==> src/rtl/mdu_pkg.sv <==
// rtl/mdu_pkg.sv - shared types and constants for the multiply/divide unit
package mdu_pkg;

    typedef enum logic [1:0] {
        IDLE,
        ITER,
        FIXUP,
        DONE
    } div_state_t;

    localparam int DIV_STEPS = 32;
    localparam int CNT_W     = 5;

    // Two's-complement magnitude, negating only signed negative operands.
    function automatic logic [31:0] mag32(input logic [31:0] v, input logic sgn);
        return (sgn && v[31]) ? (~v + 32'd1) : v;
    endfunction

endpackage

==> src/rtl/mdu_cmp.sv <==
// rtl/mdu_cmp.sv - 32-bit signed/unsigned less-than comparator
module mdu_cmp (
    input  logic [31:0] a,
    input  logic [31:0] b,
    input  logic        is_signed,
    output logic        lt
);

    always_comb begin
        lt = 1'b0;
        if (is_signed)
            lt = ($signed(a) < $signed(b));
        else
            lt = (a < b);
    end

endmodule

==> src/rtl/div_unit.sv <==
// rtl/div_unit.sv - iterative 32-bit restoring divider for DIV/DIVU
module div_unit
    import mdu_pkg::*;
#(
    parameter logic [31:0] DIVZ_QUO             = 32'hFFFF_FFFF,
    parameter bit          DIVZ_REM_IS_DIVIDEND = 1'b1
) (
    input  logic        clk,
    input  logic        rst_n,
    input  logic        start,
    input  logic        is_signed,
    input  logic [31:0] dividend,
    input  logic [31:0] divisor,
    input  logic        flush,
    output logic        busy,
    output logic        done,
    output logic [31:0] quotient,
    output logic [31:0] remainder,
    output logic        div_by_zero
);

    div_state_t       state;
    logic [CNT_W-1:0] cnt;
    logic [31:0]      r_work;
    logic [31:0]      q_work;
    logic [31:0]      d_mag;
    logic             neg_dvd;
    logic             neg_dvs;

    logic [31:0]      shifted;
    logic [31:0]      diff;
    logic             lt;
    logic             ge;

    assign shifted = {r_work[30:0], q_work[31]};
    assign diff    = shifted - d_mag;

    mdu_cmp u_cmp (
        .a         (shifted),
        .b         (d_mag),
        .is_signed (1'b0),
        .lt        (lt)
    );

    // r_work[31] stands in for the 33rd bit of the shifted remainder.
    assign ge = r_work[31] | ~lt;

    always_ff @(posedge clk or negedge rst_n) begin
        if (!rst_n) begin
            state       <= IDLE;
            cnt         <= '0;
            r_work      <= '0;
            q_work      <= '0;
            d_mag       <= '0;
            neg_dvd     <= 1'b0;
            neg_dvs     <= 1'b0;
            busy        <= 1'b0;
            done        <= 1'b0;
            quotient    <= '0;
            remainder   <= '0;
            div_by_zero <= 1'b0;
        end else if (flush) begin
            state <= IDLE;
            busy  <= 1'b0;
            done  <= 1'b0;
        end else begin
            case (state)
                IDLE, DONE: begin
                    done <= 1'b0;
                    busy <= 1'b0;
                    state <= IDLE;
                    if (start) begin
                        neg_dvd <= is_signed & dividend[31];
                        neg_dvs <= is_signed & divisor[31];
                        d_mag   <= mag32(divisor, is_signed);
                        r_work  <= '0;
                        q_work  <= mag32(dividend, is_signed);
                        cnt     <= '0;
                        if (divisor == 32'd0) begin
                            state       <= DONE;
                            done        <= 1'b1;
                            quotient    <= DIVZ_QUO;
                            remainder   <= DIVZ_REM_IS_DIVIDEND ? dividend : 32'd0;
                            div_by_zero <= 1'b1;
                        end else begin
                            state       <= ITER;
                            busy        <= 1'b1;
                            div_by_zero <= 1'b0;
                        end
                    end
                end
                ITER: begin
                    if (ge) begin
                        r_work <= diff;
                        q_work <= {q_work[30:0], 1'b1};
                    end else begin
                        r_work <= shifted;
                        q_work <= {q_work[30:0], 1'b0};
                    end
                    cnt <= cnt + 1'b1;
                    if (cnt == CNT_W'(DIV_STEPS - 1))
                        state <= FIXUP;
                end
                FIXUP: begin
                    quotient  <= (neg_dvd ^ neg_dvs) ? (~q_work + 32'd1) : q_work;
                    remainder <= neg_dvd ? (~r_work + 32'd1) : r_work;
                    state     <= DONE;
                    busy      <= 1'b0;
                    done      <= 1'b1;
                end
                default: begin
                    state <= IDLE;
                    busy  <= 1'b0;
                    done  <= 1'b0;
                end
            endcase
        end
    end

endmodule
==> config.mk <==
export PLATFORM = sky130hd
export DESIGN_NAME = div_unit
export DESIGN_NICKNAME = d
export VERILOG_FILES = /design/src/rtl/mdu_pkg.sv /design/src/rtl/mdu_cmp.sv /design/src/rtl/div_unit.sv
export SDC_FILE = /design/constraint.sdc
export NUM_CORES = 1
export LEC_CHECK = 0
export BUFFER_PORTS_ARGS = -buffer_cell sky130_fd_sc_hd__buf_2
export CORE_AREA = 5 5 129 180
export DETAILED_ROUTE_END_ITERATION = 16
export DIE_AREA = 0 0 134 185
export GPL_ROUTABILITY_DRIVEN = 0
export PLACE_DENSITY = 0.73
export SLEW_MARGIN = 30
export SYNTH_ARGS = -nofsm -noshare
export SYNTH_HDL_FRONTEND = slang
export SYNTH_SLANG_ARGS = --single-unit
export TNS_END_PERCENT = 50
==> constraint.sdc <==
create_clock -name clk -period 4.2 [get_ports clk]
set_clock_uncertainty 0.05 [all_clocks]
set_input_delay 0.84 -clock clk [delete_from_list [all_inputs] [get_ports clk]]
set_output_delay 0.84 -clock clk [all_outputs]
set_load 0.05 [all_outputs]
==> run metrics <==
outcome=complete, no violations; Starting Density=53.72%; Post-Synthesis Net Count=1522; Lkg Pwr=0.005818 µW; post-cts sizing count=0; Worst IR Drop VDD=0.0003389 V; Max Fanout on Critical Path=7; initial antenna violation count=1; crit path launch=r_work[0]; register area=4305 µm²; # Post-CTS Setup Buffers=0; Die X=134 µm; CTS Buffer Depth=2; Worst-Margin Slew=about 0.82 ns; area of the core=~22000 µm²; wire per inst=15.60 µm; global route total overflow=0; nets=around 1600; crit path kind=flop to flop; WP data required=4.47 ns; vias in the first global route=9518; DRT Pass-1 Iters=8; TritonCTS buffer count=17; minimum clock period=3.459 ns; Final HPWL DP=between 20 and 25 mm; Worst-path clk slew=0.07 ns; largest net degree at the start of global routing=95; WP data arrival=3.73 ns; CTS tree=built; Synth Register Bits=about 170; 1st-iter DRT viols=roughly 730; hold-fix buffers at CTS=0; Pins Over Slew Limit=0; PwrDens=654.0 nW/µm²; Skew-Pair Late Insertion Delay=0.43 ns; CTS root buf=clkbuf_16; area of the die=24790 µm²; Setup violations, final=0; ys async rst share=100.0%; hold crit path type=primary input to async pin; met3 GRT Util=2.908%; GRT Max-Usage Layer=met2; RSZ-0062 raised after global routing=false; distinct cell type count after synthesis=63; Syn Area/Cell=around 8 µm²; chip height=185 µm; r2r startpoint=r_work[0]; Fin. Hold Viols=0; Max-slew headroom=45.12%; Worst Setup EP=r_work[31]; area added between synthesis and finish=13.29%; M1 GR Usage=28.96%; area of the multi-input gates=6765 µm²; via/cell ratio=roughly 5.7; reg2reg path depth=10; Ys Warns=0; ys flop type=dfrtp_1; global-route wire length before repair=46.67 mm; sequential share of the synthesized area=37.20%; TNS Setup=0 ns; slack of the worst reg-to-reg path=0.74 ns; Post-synth EDFFs=0; Routed Antenna Nets=0; final hold slack=0.4121 ns; Filler Cells Inserted=1933; routed wire length=27.76 mm; drt drc=0; Fmax=0.2891 GHz; GRT Total Usage=22.98%; row count=64; synthesized cell area=about 12000 µm²; routing usage on met2=39.87%; DR vias=just over 10000; fraction of layout cells with a size suffix above 1=13.94%; H-tree depth=4; FF-to-FF End=r_work[31]; number of I/O pins=136; Setup crit end kind=flop; Setup crit start kind=flop; total power=8573 µW; IO Port Bufs=135; Sink Count=172; post-synthesis instance total=1412; Max Cap Viol=0; period utilization=between 80% and 90%
synth_stat cells, drive strengths merged, types with 16 or more instances:
library cell	n	area, µm²
nand2	215	807.0
o41ai	17	163.9
inv	57	214.0
a31oi	39	244.0
nor2	109	409.1
dfrtp	172	4304
xnor2	62	543.0
mux2i	35	350.3
o21ai	197	985.9
nand3	19	95.09
ha	40	500.5
or3	16	110.1
xor2	81	709.4
o31ai	24	180.2
or4	16	136.4
clkbuf	65	244.0
a21oi	91	455.4
power by group:
part           switching [µW]  leakage (µW)  total, µW  internal [µW]
combinational            2790       0.00343       4200           1410
sequential                519       0.00210       2730           2220
clock                     671      0.000292       1640            970
total                    3970       0.00582       8570           4600
metal layers:
layer | up-vias | routed length (µm)
li1 | 5156 | -
met1 | 4673 | 11810
met2 | 250 | 13850
met3 | 55 | 1175
met4 | 0 | 922
met5 | - | 0
worst max-delay path: stages (launching register included):
cell and delay, ns:
dfrtp_1 0.47, ha_1 0.31, nor2b_1 0.11, o21ai_0 0.13, o21ai_0 0.39, a31oi_1 0.32, o41ai_1 0.67, a31oi_1 0.26
o211ai_1 0.27, mux2i_1 0.11, a211o_1 0.26
cell families after synthesis:
logic type | Yosys count | share of synthesized area [%]
buffers and inverters | 137 | 4.639
adder cells (fa/ha/maj) | 41 | 4.498
AO/OA/AOI/OAI | 430 | 21.76
AND/OR/NAND/NOR | 454 | 18.06
XOR/XNOR | 143 | 10.82
multiplexers | 35 | 3.028
flip-flops | 172 | 37.20
cells in the final DEF (no fill, tap or decap), drive strengths merged, types with 3 or more instances in the layout:
cell type,synthesis,routed
and2,8,8
or4,16,16
or2,6,6
o21a,4,4
clkinvlp,0,3
o21ai,197,197
bufinv,0,3
nor4,13,13
nor3,14,14
inv,57,60
a21oi,91,91
nor2,109,109
a31oi,39,39
nand3,19,19
clkbuf,65,20
buf,15,150
o31ai,24,24
nand4,5,5
ha,40,40
nand2b,10,10
and3,7,7
a21o,13,13
mux2i,35,35
o211ai,12,12
xnor2,62,62
dfrtp,172,172
a211oi,6,6
o41ai,17,17
clkinv,0,3
or3,16,16
o21bai,4,4
nand2,215,215
nor2b,9,9
o221ai,4,4
xor2,81,81
how the worst min path moves through the flow:
| stage | to | slack [ns] | cells after the start |
|---|---|---|---|
| floorplan | cnt[4] | 0.40 | 2 |
| global placement | cnt[4] | 0.41 | 2 |
| detailed placement | remainder[24] | 0.42 | 2 |
| CTS | d_mag[20] | 0.44 | 2 |
| global route | remainder[24] | 0.45 | 2 |
| finish | quotient[4] | 0.41 | 1 |
stage by stage:
step	std cells	util, %	setup WS (ns)	instance area [µm²]
after global routing	1779	60.84	0.4581	13110
after CTS	1777	60.69	0.7553	13070
after detailed placement	1746	57.84	0.4120	12460
final	1780	60.86	0.7414	13110
after floorplan	1412	-	0.8437	11570
after global placement	1746	57.78	0.4307	12450
sequential cells by signal (all words and copies together), names as in the netlist, 2 cells and up:
signal     flops
cnt            5
remainder     32
quotient      32
d_mag         32
state          2
q_work        32
r_work        32
layout make-up:
type	instances	area share, %
Clock buffer	19	3.455
Tap cell	264	2.520
Clock inverter	12	1.231
Multi-Input combinational cell	1103	51.61
Antenna cell	2	0.03818
Sequential cell	172	32.84
Inverter	57	1.632
Timing Repair Buffer	151	6.672
No activity file was read; power rests on OpenSTA's default activity.
